File: src/rtl/fetch_queue_if.sv
// fetch_queue_if: redirect, instruction-memory and decode-side signals of the fetch front end.
interface fetch_queue_if #(
  parameter int XLEN  = 32,
  parameter int DEPTH = 4
);
  localparam int CW = $clog2(DEPTH + 1);
  logic            redirect_i;
  logic [XLEN-1:0] redirect_pc_i;
  logic            imem_req_o;
  logic [XLEN-1:0] imem_addr_o;
  logic            imem_gnt_i;
  logic            imem_rvalid_i;
  logic [31:0]     imem_rdata_i;
  logic            deq_valid_o;
  logic            deq_ready_i;
  logic [31:0]     deq_instr_o;
  logic [XLEN-1:0] deq_pc_o;
  logic [XLEN-1:0] deq_pc_plus4_o;
  logic [CW-1:0]   count_o;
  modport master (
    input  redirect_i, redirect_pc_i, imem_gnt_i, imem_rvalid_i, imem_rdata_i, deq_ready_i,
    output imem_req_o, imem_addr_o, deq_valid_o, deq_instr_o, deq_pc_o, deq_pc_plus4_o, count_o
  );
  modport slave (
    output redirect_i, redirect_pc_i, imem_gnt_i, imem_rvalid_i, imem_rdata_i, deq_ready_i,
    input  imem_req_o, imem_addr_o, deq_valid_o, deq_instr_o, deq_pc_o, deq_pc_plus4_o, count_o
  );
endinterface

File: src/rtl/fetch_queue.sv
// fetch_queue: PC generator, variable-latency imem request port and in-order fetch queue
// that discards responses belonging to requests issued before an EX redirect.
module fetch_queue #(
  parameter int              XLEN     = 32,
  parameter int              DEPTH    = 4,
  parameter logic [XLEN-1:0] RESET_PC = '0
) (
  input logic          clk,
  input logic          reset,
  fetch_queue_if.master bus
);
  localparam int AW = $clog2(DEPTH);
  localparam int CW = $clog2(DEPTH + 1);
  logic [XLEN-1:0] fpc;
  logic [XLEN-1:0] pc_q [DEPTH];
  logic [31:0]     instr_q [DEPTH];
  logic [DEPTH-1:0] filled;
  logic [AW-1:0]   head, alloc, fill;
  logic [CW-1:0]   allocated, pending, drop_cnt;
  logic [CW:0]     occ;
  logic            grant, resp, deq;
  // dropped-but-outstanding responses still occupy memory-side slots
  assign occ                = {1'b0, allocated} + {1'b0, drop_cnt};
  assign bus.imem_req_o     = ~reset & ~bus.redirect_i & (occ < (CW+1)'(DEPTH));
  assign bus.imem_addr_o    = fpc;
  assign grant              = bus.imem_req_o & bus.imem_gnt_i;
  assign resp               = bus.imem_rvalid_i & (drop_cnt == '0) & ~bus.redirect_i;
  assign bus.deq_valid_o    = filled[head] & ~bus.redirect_i;
  assign deq                = bus.deq_valid_o & bus.deq_ready_i;
  assign bus.deq_instr_o    = instr_q[head];
  assign bus.deq_pc_o       = pc_q[head];
  assign bus.deq_pc_plus4_o = pc_q[head] + XLEN'(4);
  assign bus.count_o        = allocated;
  always_ff @(posedge clk or posedge reset) begin
    if (reset) begin
      fpc       <= RESET_PC;
      filled    <= '0;
      head      <= '0;
      alloc     <= '0;
      fill      <= '0;
      allocated <= '0;
      pending   <= '0;
      drop_cnt  <= '0;
    end else if (bus.redirect_i) begin
      fpc       <= {bus.redirect_pc_i[XLEN-1:2], 2'b00};
      filled    <= '0;
      head      <= '0;
      alloc     <= '0;
      fill      <= '0;
      allocated <= '0;
      pending   <= '0;
      drop_cnt  <= drop_cnt + pending - CW'(bus.imem_rvalid_i);
    end else begin
      if (grant) begin
        fpc   <= fpc + XLEN'(4);
        alloc <= alloc + 1'b1;
      end
      if (bus.imem_rvalid_i && drop_cnt != '0) drop_cnt <= drop_cnt - 1'b1;
      if (resp) begin
        filled[fill] <= 1'b1;
        fill         <= fill + 1'b1;
      end
      if (deq) begin
        filled[head] <= 1'b0;
        head         <= head + 1'b1;
      end
      allocated <= allocated + CW'(grant) - CW'(deq);
      pending   <= pending + CW'(grant) - CW'(resp);
    end
  end
  always_ff @(posedge clk) begin
    if (grant) pc_q[alloc] <= fpc;
    if (resp) instr_q[fill] <= bus.imem_rdata_i;
  end
endmodule

File: src/flat_wrapper.sv
// flat-port wrapper written by rule: the top's interface ports become plain ports
module fetch_queue_flat 
#(
  parameter int              XLEN     = 32,
  parameter int              DEPTH    = 4,
  parameter logic [XLEN-1:0] RESET_PC = '0
)
  (clk, reset, bus_redirect_i, bus_redirect_pc_i, bus_imem_gnt_i, bus_imem_rvalid_i, bus_imem_rdata_i, bus_deq_ready_i, bus_imem_req_o, bus_imem_addr_o, bus_deq_valid_o, bus_deq_instr_o, bus_deq_pc_o, bus_deq_pc_plus4_o, bus_count_o);
  fetch_queue_if #(.XLEN(XLEN), .DEPTH(DEPTH)) bus_i ();
  input logic clk;
  input logic reset;
  input wire logic [$bits(bus_i.redirect_i)-1:0] bus_redirect_i;
  input wire logic [$bits(bus_i.redirect_pc_i)-1:0] bus_redirect_pc_i;
  input wire logic [$bits(bus_i.imem_gnt_i)-1:0] bus_imem_gnt_i;
  input wire logic [$bits(bus_i.imem_rvalid_i)-1:0] bus_imem_rvalid_i;
  input wire logic [$bits(bus_i.imem_rdata_i)-1:0] bus_imem_rdata_i;
  input wire logic [$bits(bus_i.deq_ready_i)-1:0] bus_deq_ready_i;
  output wire logic [$bits(bus_i.imem_req_o)-1:0] bus_imem_req_o;
  output wire logic [$bits(bus_i.imem_addr_o)-1:0] bus_imem_addr_o;
  output wire logic [$bits(bus_i.deq_valid_o)-1:0] bus_deq_valid_o;
  output wire logic [$bits(bus_i.deq_instr_o)-1:0] bus_deq_instr_o;
  output wire logic [$bits(bus_i.deq_pc_o)-1:0] bus_deq_pc_o;
  output wire logic [$bits(bus_i.deq_pc_plus4_o)-1:0] bus_deq_pc_plus4_o;
  output wire logic [$bits(bus_i.count_o)-1:0] bus_count_o;
  assign bus_i.redirect_i = bus_redirect_i;
  assign bus_i.redirect_pc_i = bus_redirect_pc_i;
  assign bus_i.imem_gnt_i = bus_imem_gnt_i;
  assign bus_i.imem_rvalid_i = bus_imem_rvalid_i;
  assign bus_i.imem_rdata_i = bus_imem_rdata_i;
  assign bus_i.deq_ready_i = bus_deq_ready_i;
  assign bus_imem_req_o = bus_i.imem_req_o;
  assign bus_imem_addr_o = bus_i.imem_addr_o;
  assign bus_deq_valid_o = bus_i.deq_valid_o;
  assign bus_deq_instr_o = bus_i.deq_instr_o;
  assign bus_deq_pc_o = bus_i.deq_pc_o;
  assign bus_deq_pc_plus4_o = bus_i.deq_pc_plus4_o;
  assign bus_count_o = bus_i.count_o;
  fetch_queue #(.XLEN(XLEN), .DEPTH(DEPTH), .RESET_PC(RESET_PC)) u_core (.clk(clk), .reset(reset), .bus(bus_i));
endmodule
File: config.mk
export PLATFORM = sky130hd
export DESIGN_NAME = fetch_queue_flat
export DESIGN_NICKNAME = d
export VERILOG_FILES = /design/src/rtl/fetch_queue_if.sv /design/src/rtl/fetch_queue.sv /design/src/flat_wrapper.sv
export SDC_FILE = /design/constraint.sdc
export NUM_CORES = 1
export LEC_CHECK = 0
export BUFFER_PORTS_ARGS = -buffer_cell sky130_fd_sc_hd__buf_2
export CAP_MARGIN = 10
export CORE_UTILIZATION = 30
export CTS_CLUSTER_SIZE = 10
export DETAILED_ROUTE_END_ITERATION = 7
export SYNTH_ARGS = -nofsm -noshare
export SYNTH_HDL_FRONTEND = slang
export SYNTH_SLANG_ARGS = --single-unit
File: constraint.sdc
create_clock -name clk -period 3 [get_ports clk]
set_input_delay 0.75 -clock clk [delete_from_list [all_inputs] [get_ports clk]]
set_output_delay 0.75 -clock clk [all_outputs]
set_load 0.02 [all_outputs]
# Word-level counts from Yosys, hierarchy flattened

Memory sizes are Yosys's and may differ from the RTL's.
Cells that the tools add are included.

Register bits after elaboration: 51
Bits in latches: 0
Memory bits (writable): 256
ROM bits: 0
Input port bits: 70
Output and inout port bits: 133
Logic and storage cells: 75
Memories: 2

$add $sub $neg: 13
Multiply operators: 0
Div/mod/pow operators: 0
$lt $le $gt $ge: 5
Eq/ne operators: 0
Shifts and indexed selects: 0
Multiplexer cells: 26
Bitwise logic cells: 12
Reductions and logical operators: 9

Memories:

| memory         | words | width | rd ports | clocked after Yosys merged registers in | wr ports | line              | RTL |
|---|---|---|---|---|---|---|---|
| u_core.instr_q | 4     | 32    | 1        | 0                                       | 1        | fetch_queue.sv:16 | `logic [31:0] instr_q [DEPTH];` |
| u_core.pc_q    | 4     | 32    | 1        | 0                                       | 1        | fetch_queue.sv:15 | `logic [XLEN-1:0] pc_q [DEPTH];` |

Operator list:

| cell                    | count |
|---|---|
| $add A32 B3 Y32 const B | 2 |
| $mux W32                | 2 |
| $mux W4                 | 4 |
| $mux W2                 | 6 |
| $mux W3                 | 4 |
| $sub A3 B1 Y3           | 3 |
| $reduce_bool A2 Y1      | 4 |
| $and A1 B1 Y1           | 7 |
| $mux W1                 | 7 |
| $add A2 B1 Y2 const B   | 3 |
| $add A3 B1 Y3           | 2 |
| $lt A2 B3 Y1 const B    | 2 |
| $add A3 B3 Y4           | 1 |
| $and A4 B4 Y4           | 1 |
| $demux W1 S2            | 2 |
| $ge A2 B1 Y1 const B    | 2 |
| $lt A4 B3 Y1 const B    | 1 |
| $not A4 Y4              | 1 |
| $or A4 B4 Y4            | 1 |
| $add A3 B3 Y3           | 1 |
| $logic_and A1 B1 Y1     | 3 |
| $logic_not A3 Y1        | 1 |
| $reduce_bool A3 Y1      | 1 |
| $sub A3 B1 Y3 const B   | 1 |
| other kinds (2)         | 3 |

# Logic depth before layout (Yosys ltp)

Gate-level depths: netlist (run 1).

Word-level depth: 10
Mapped depth: 12
Depth with buffers taken out: 11

# Worst setup path after synthesis (run 1)

Ideal clock, no wire load.

Path kind: register -> output
Start: register u_core.head[0]
End: output bus_deq_pc_plus4_o[14]
Arrival time: 2.492 ns
Data required time: 2.250 ns
Path slack: -0.242 ns
Cell stages (with the launch flop): 8
Buffers on the path: 1
Cells stage by stage: dfrtp_1 buf_6 mux4_1 ha_1 and4_1 nor2b_2 and2b_1 xnor2_1

Word-level cells in the longest chain between the ends: 2

Ends and longest elaborated chain:

| item                   | line               | RTL |
|---|---|---|
| from (decl)            | fetch_queue.sv:18  | `logic [AW-1:0] head, alloc, fill;` |
| from (signal assigned) | fetch_queue.sv:65  | `head <= head + 1'b1;` |
| $mem_v2 Z4 W32         | --                 |  |
| net bus_deq_pc_o[2]    | flat_wrapper.sv:22 | `output wire logic [$bits(bus_i.deq_pc_o)-1:0] bus_deq_pc_o;` |
| $add A32 B3 Y32        | fetch_queue.sv:32  | `assign bus.deq_pc_plus4_o = pc_q[head] + XLEN'(4);` |
| to (decl)              | flat_wrapper.sv:23 | `output wire logic [$bits(bus_i.deq_pc_plus4_o)-1:0] bus_deq_pc_plus4_o;` |

The timed path passes the listed nets, and every way through them passes these cells.

# Worst setup path in the final report (run 1)

Start: register u_core.head[0]
End: output bus_deq_pc_plus4_o[26]

Word-level cells in the longest chain between the ends: 2

Ends and longest elaborated chain:

| item            | line |
|---|---|
| $mem_v2 Z4 W32  | -- |
| $add A32 B3 Y32 | fetch_queue.sv:32 |

No other way between the ends.

==> impl_metrics.json, run 1 <==
{
  "drt_wl_total_um": 30070,
  "syn_avg_cell_area_um2": 17.10,
  "cts-root-buf": "clkbuf_16",
  "hold_class": "primary input to asynchronous set/reset pin",
  "grt_max_degree": 66,
  "path_max_fanout": 6,
  "cts.sinks": 297,
  "route.detailed.drc": 0,
  "num_rows": 74,
  "p_leak_nw": 5.838,
  "ys_warn_count": 0,
  "fin_cells": 1564,
  "nets": 1105,
  "clk_pin_slew_ns": 0.06,
  "fin_skew_ns": 0.02417,
  "crit_buf_inv": 2,
  "drive_gt1_share_pct": 38.22,
  "critPathTopFamily": "simple AND/OR/NAND/NOR gates",
  "synth_largest_area_cell": "edfxtp_1",
  "post_dp_cell_area_um2": 14700,
  "cts_tree": "yes",
  "routedWlPerCell_um": 19.22,
  "cp-end-kind": "output pin",
  "clockBufferDepth": 3,
  "max_cap_violations": 0,
  "vias": 7443,
  "coreArea_um2": 41200,
  "area_growth_pct": 26.43,
  "io-pin-count": 203,
  "synth_most_common_cell": "edfxtp_1",
  "synth_seq_cells": 297,
  "synth_edf_count": 248,
  "dp_slack_ns": -0.1093,
  "rsz0062_at_grt": "true",
  "slew_headroom_pct": 50.32,
  "grt_usage_pct": 13.99,
  "clk_latency_ns": 0.53,
  "irDropWorstVdd_mv": 0.3237,
  "path_cells": "mux4_2 -> ha_4 -> and4_4 -> nor3b_4 -> buf_6 -> nand4_1 -> xnor2_2 -> buf_4",
  "design_area_um2": 15980,
  "chipWidth_um": 207.2,
  "drt_iter0_drc": 330,
  "period_share_pct": 115.4,
  "slowest_stage": "dfrtp_4",
  "start_kind": "register",
  "cts_buffers": 37,
  "gp_congestion": 0.8200,
  "synth_commonest_cells": "edfxtp_1, mux4_2, dfrtp_1",
  "synth.area.top_cells": "edfxtp_1, dfrtp_1, mux4_2, ha_1, xnor2_1",
  "max_freq_ghz": 0.2889,
  "die_area_um2": 42950,
  "powerDensity_nw_per_um2": 663.6,
  "synth_flop_cell": "edfxtp_1",
  "htree_levels": 2,
  "dpl.cell_count": 1496,
  "vias_per_cell": 4.759,
  "syn_inst": 739,
  "period_needed_ns": 3.461,
  "arrival_ns": 2.71,
  "port_buffers": 194,
  "hpwl_um": 20320,
  "dr.pass1.iters": 4,
  "hold_viol_final": 0,
  "overflow": 0,
  "tightest_slew_ns": 0.7383,
  "antenna_found_initial": 4,
  "seq_area_frac_synth_pct": 68.63,
  "synth_area_um2": 12640,
  "worst_path_largest_cell_delay_ns": 0.53,
  "cp.required_ns": 2.25,
  "p_total_mw": 10.60,
  "die_h_um": 207.2,
  "drv_slew": 0,
  "grt_pass1_vias": 7549,
  "tns_ns": -11.93,
  "antenna_left": 0,
  "criticalPathCategory": "register to output pin",
  "outcome": "finished, violations left",
  "finalSetupViolations": 60,
  "failed_checks": "negative setup slack",
  "start_util_pct": 30.67,
  "yosys.cell_types.count": 51,
  "timing.final.ws_setup_ns": -0.4610,
  "grt_pass1_wl_um": 45860,
  "synthArstFlopShare_pct": 16.50,
  "n_fill_cell": 3801,
  "synth.top_cell.area_share_pct": 58.93
}
[metrics by stage]
step | hold slack, ns | utilization (%)
finish | 0.2545 | 38.78
CTS | 0.2511 | 38.58
detailed placement | 0.5351 | 35.67
global placement | 0.5324 | 35.67
floorplan | 0.4781 | -
global route | 0.2736 | 38.78
[final timing paths]
check                      slack (ns)  cells after the start                  startpoint                          to
max                             -0.46                      8              u_core.head[0]      bus_deq_pc_plus4_o[26]
max in group asynchronous        2.16                      3                       reset              u_core.head[0]
min reg2reg                      0.54                      0  u_core.bus.imem_addr_o[31]          u_core.pc_q[0][31]
max reg2reg                      0.21                     10              u_core.head[0]       u_core.bus.count_o[2]
min                              0.25                      2                       reset       u_core.bus.count_o[2]
min in group clk                 0.44                      3       bus_redirect_pc_i[13]  u_core.bus.imem_addr_o[13]
[worst register-to-register path, delay by kind of cell (launching register included)]
family / cells / cell delay (ns)
xor gates and xnor gates: 1 / 0.17
adders and majority gates: 3 / 0.78
buffers and inverters: 3 / 0.37
DFF: 1 / 0.48
muxes: 1 / 0.56
and+or+nand+nor: 2 / 0.30
[layout by cell type, fill, tap and decap left out, drive strengths merged, types with 2 or more instances in the layout]
cell,n
nor4,3
o31ai,2
a2bb2oi,4
and2,15
conb,6
a31oi,4
fa,3
nand4,19
inv,28
clkbuf,55
xnor2,33
clkinv,7
o211ai,7
o311ai,7
nand2,46
ha,25
nor3,10
a21oi,3
nor2,22
mux4,63
or4,3
a221o,4
nand3,37
nor3b,2
o21ai,23
a21o,3
nor2b,7
xor2,18
dfrtp,49
and3,7
buf,259
mux2i,3
edfxtp,248
[state kept, by name (all words and copies together) (netlist names)]
name	count
u_core.filled	4
u_core.pc_q	120
u_core.drop_cnt	3
u_core.bus.count_o	3
u_core.alloc	2
u_core.pending	3
u_core.head	2
u_core.bus.imem_addr_o	30
u_core.instr_q	128
u_core.fill	2
[timing repair]
action | 4_1_cts | 5_1_grt
hold buffers | 0 | 0
pin swaps | 7 | 9
gates resized for setup | 31 | 12
endpoints found under the hold margin | 0 | 0
setup endpoints to repair | 63 | 74
setup buffers | 1 | 3
[power breakdown]
group	internal (mW)	total [mW]	switching, mW
logic	0.752	1.76	1.01
clock network	2.32	3.94	1.62
registers	4.71	4.90	0.190
total	7.78	10.6	2.83
[cell families (layout without fill, tap and decap cells)]
logic type | Yosys count | count (layout) | synth area share [%]
adders and majority gates | 28 | 28 | 2.951
muxes | 67 | 67 | 11.85
buffers and inverters | 62 | 349 | 2.445
other | 1 | 7 | 0.02967
xor gates and xnor gates | 51 | 51 | 3.535
DFF | 297 | 297 | 68.63
AOI/OAI and AO/OA | 58 | 58 | 3.089
and+or+nand+nor | 175 | 175 | 7.466
[per-layer routing]
metal	part of all wire, %	vias to the layer above	global-route usage (%)
met5	0.033	-	0
met3	3.8	47	2.042
met1	44	3789	18.63
met4	2.4	2	5.069
met2	50	176	23.31
li1	-	3429	-
[final cells by class]
cell class | instances | area, um^2 | area share [%]
well taps | 532 | 665.6 | 4.166
multi-input cells | 385 | 3826 | 23.95
clock inverters | 8 | 67.56 | 0.4229
clock buffers | 55 | 1003 | 6.281
repair buffers | 259 | 1632 | 10.21
flip-flops and latches | 297 | 8678 | 54.32
inverters | 27 | 101.3 | 0.6343
diodes | 1 | 2.502 | 0.01566
Power figures use the tool's default switching activity.
==> inputs of run 2 (changes only) <==
CORE_UTILIZATION = 40   (was 30)
MAX_ROUTING_LAYER = met4   (was unset)
==> run 2 against run 1 <==
  * The flow finishes with violations (design-rule violations, negative setup slack)
  * Via count shrank 0.13%
  * Critical path depth is the same
  * Clock power shrank 2%
  * Power shrank 0.45%
  * Sequential share of layout area grew 0.11 points
  * Wire length shrank 7.0%
  * Die area shrank 25%
  * Global-route usage grew 4.0 points
  * Critical endpoint is now bus_deq_pc_plus4_o[30]
  * Highest routed layer is now met4
==> impl_metrics.json, run 2 (synthesis gave the netlist of run 1 again) <==
{
  "outcome": "finished, violations left",
  "failed_checks": "design-rule violations, negative setup slack",
  "post_dp_cell_area_um2": 14550,
  "reg2reg_slack_ns": 0.13,
  "clk_latency_ns": 0.50,
  "cts-root-buf": "clkbuf_16",
  "die_h_um": 179.7,
  "irDropWorstVdd_mv": 0.3100,
  "max_freq_ghz": 0.2904,
  "cts.sinks": 297,
  "start_kind": "register",
  "cts_tree": "yes",
  "regMostFlops": "u_core.instr_q",
  "grt_max_degree": 66,
  "tns_ns": -8.197,
  "max_cap_violations": 0,
  "coreArea_um2": 30830,
  "cts_buffers": 36,
  "drt_iter0_drc": 442,
  "design_area_um2": 15940,
  "nets": 1111,
  "r2r-start": "u_core.head[0]",
  "dr_wl_met3_um": 1371,
  "wl_met2_um": 13630,
  "clockBufferDepth": 3,
  "tightest_slew_ns": 0.8101,
  "worst_path_largest_cell_delay_ns": 0.52,
  "area_growth_pct": 26.17,
  "ff2ff_path_depth": 11,
  "period_needed_ns": 3.444,
  "routedWlPerCell_um": 19.53,
  "path_max_fanout": 6,
  "gp_congestion": 0.8039,
  "fin_skew_ns": 0.01631,
  "grt_pass1_wl_um": 43530,
  "grt_pass1_vias": 7682,
  "num_rows": 64,
  "grt_usage_pct": 18.04,
  "drv_slew": 0,
  "hpwl_um": 18560,
  "regToRegEndpoint": "u_core.bus.count_o[2]",
  "cp-end-kind": "output pin",
  "timing.final.ws_setup_ns": -0.4439,
  "dr.pass1.iters": 7,
  "route.detailed.drc": 11,
  "start_util_pct": 40.99,
  "die_area_um2": 32310,
  "antenna_left": 0,
  "cp.required_ns": 2.25,
  "overflow": 0,
  "slowest_stage": "dfrtp_4",
  "hold_viol_final": 0,
  "io-pin-count": 203,
  "vias_per_cell": 5.194,
  "dp_slack_ns": -0.1166,
  "rsz0062_at_grt": "true",
  "antenna_found_initial": 3,
  "layout_commonest_cell": "edfxtp_1",
  "htree_levels": 2,
  "p_leak_nw": 5.865,
  "maxUsedRoutingLayer": "met4",
  "chipWidth_um": 179.7,
  "slew_headroom_pct": 45.79,
  "cts_hold_buf": 0,
  "most-common-layout-cells": "edfxtp_1, buf_2, buf_4",
  "finalSetupViolations": 28,
  "wl_met1_um": 12310,
  "port_buffers": 194,
  "largest_reg_flops": 128,
  "path_cells": "mux4_2 -> ha_4 -> and4_4 -> nor3b_4 -> buf_6 -> nand4_1 -> xnor2_2 -> buf_4",
  "criticalPathCategory": "register to output pin",
  "powerDensity_nw_per_um2": 661.9,
  "period_share_pct": 114.8,
  "arrival_ns": 2.69,
  "drt_wl_total_um": 27950,
  "drive_gt1_share_pct": 39.73,
  "n_fill_cell": 2569,
  "hold_class": "primary input to asynchronous set/reset pin",
  "clk_pin_slew_ns": 0.06,
  "vias": 7433
}
-- run 2: changes by cell type in the layout (fill, tap and decap cells not counted), sizes merged --
cell	change
diode	+2
clkinv	-5
bufinv	+1
inv	+1
buf	+7
clkbuf	-3
-- run 2: worst max path at each step --
stage          cells after the start                     end           start  slack, ns
2_1_floorplan                      8  bus_deq_pc_plus4_o[22]  u_core.head[1]       0.01
3_3_place_gp                       8  bus_deq_pc_plus4_o[29]  u_core.head[0]      -0.09
3_5_place_dp                       8  bus_deq_pc_plus4_o[30]  u_core.head[0]      -0.12
4_1_cts                            9  bus_deq_pc_plus4_o[30]  u_core.head[0]      -0.47
5_1_grt                            9  bus_deq_pc_plus4_o[30]  u_core.head[0]      -0.57
6_report                           8  bus_deq_pc_plus4_o[30]  u_core.head[0]      -0.44
-- run 2: what timing repair did --
action                                  4_1_cts  5_1_grt
endpoints found under the setup margin       64       55
buffers inserted                              4        4
gates resized for setup                      52       31
gates cloned                                  1        0
pin swaps                                     7        9
endpoints found under the hold margin         0        0
-- run 2: worst max-delay path: cells and delay by family, from the launching register on --
family	cells	cell delay (ns)
xor gates and xnor gates	1	0.18
buffers and inverters	2	0.29
muxes	1	0.41
DFF	1	0.52
and+or+nand+nor	3	0.62
adders and majority gates	1	0.15
-- run 2: cell type report --
type                            instances  area (um^2)  share of cell area (%)
Sequential cell                       297         8678                   54.43
Clock buffer                           52        982.2                   6.160
Timing Repair Buffer                  266         1817                   11.39
Clock inverter                          5        56.30                  0.3531
Multi-Input combinational cell        385         3806                   23.87
Tap cell                              396        495.5                   3.108
Inverter                               27        101.3                  0.6356
Antenna cell                            3        7.507                 0.04708
-- run 2: stage by stage --
| stage | util, % | total power [mW] | instances | hold slack (ns) |
|---|---|---|---|---|
| global route | 51.72 | 11.00 | 1431 | 0.3194 |
| CTS | 51.26 | 10.62 | 1424 | 0.3156 |
| detailed placement | 47.20 | 6.671 | 1362 | 0.5340 |
| floorplan | - | 6.036 | 744 | 0.4781 |
| finish | 51.72 | 10.55 | 1431 | 0.2992 |
| global placement | 47.20 | 6.653 | 1362 | 0.5323 |
-- run 2: power breakdown --
part           switching [mW]  total, mW  internal (mW)
clock                    1.53       3.87           2.34
sequential              0.194       4.90           4.71
combinational           0.996       1.78          0.788
total                    2.72       10.6           7.84
-- run 2: routing by layer --
layer	vias to the layer above	global-route usage [%]
met5	-	-
li1	3420	-
met2	184	28.53
met1	3791	23.67
met3	38	3.282
met4	0	5.793
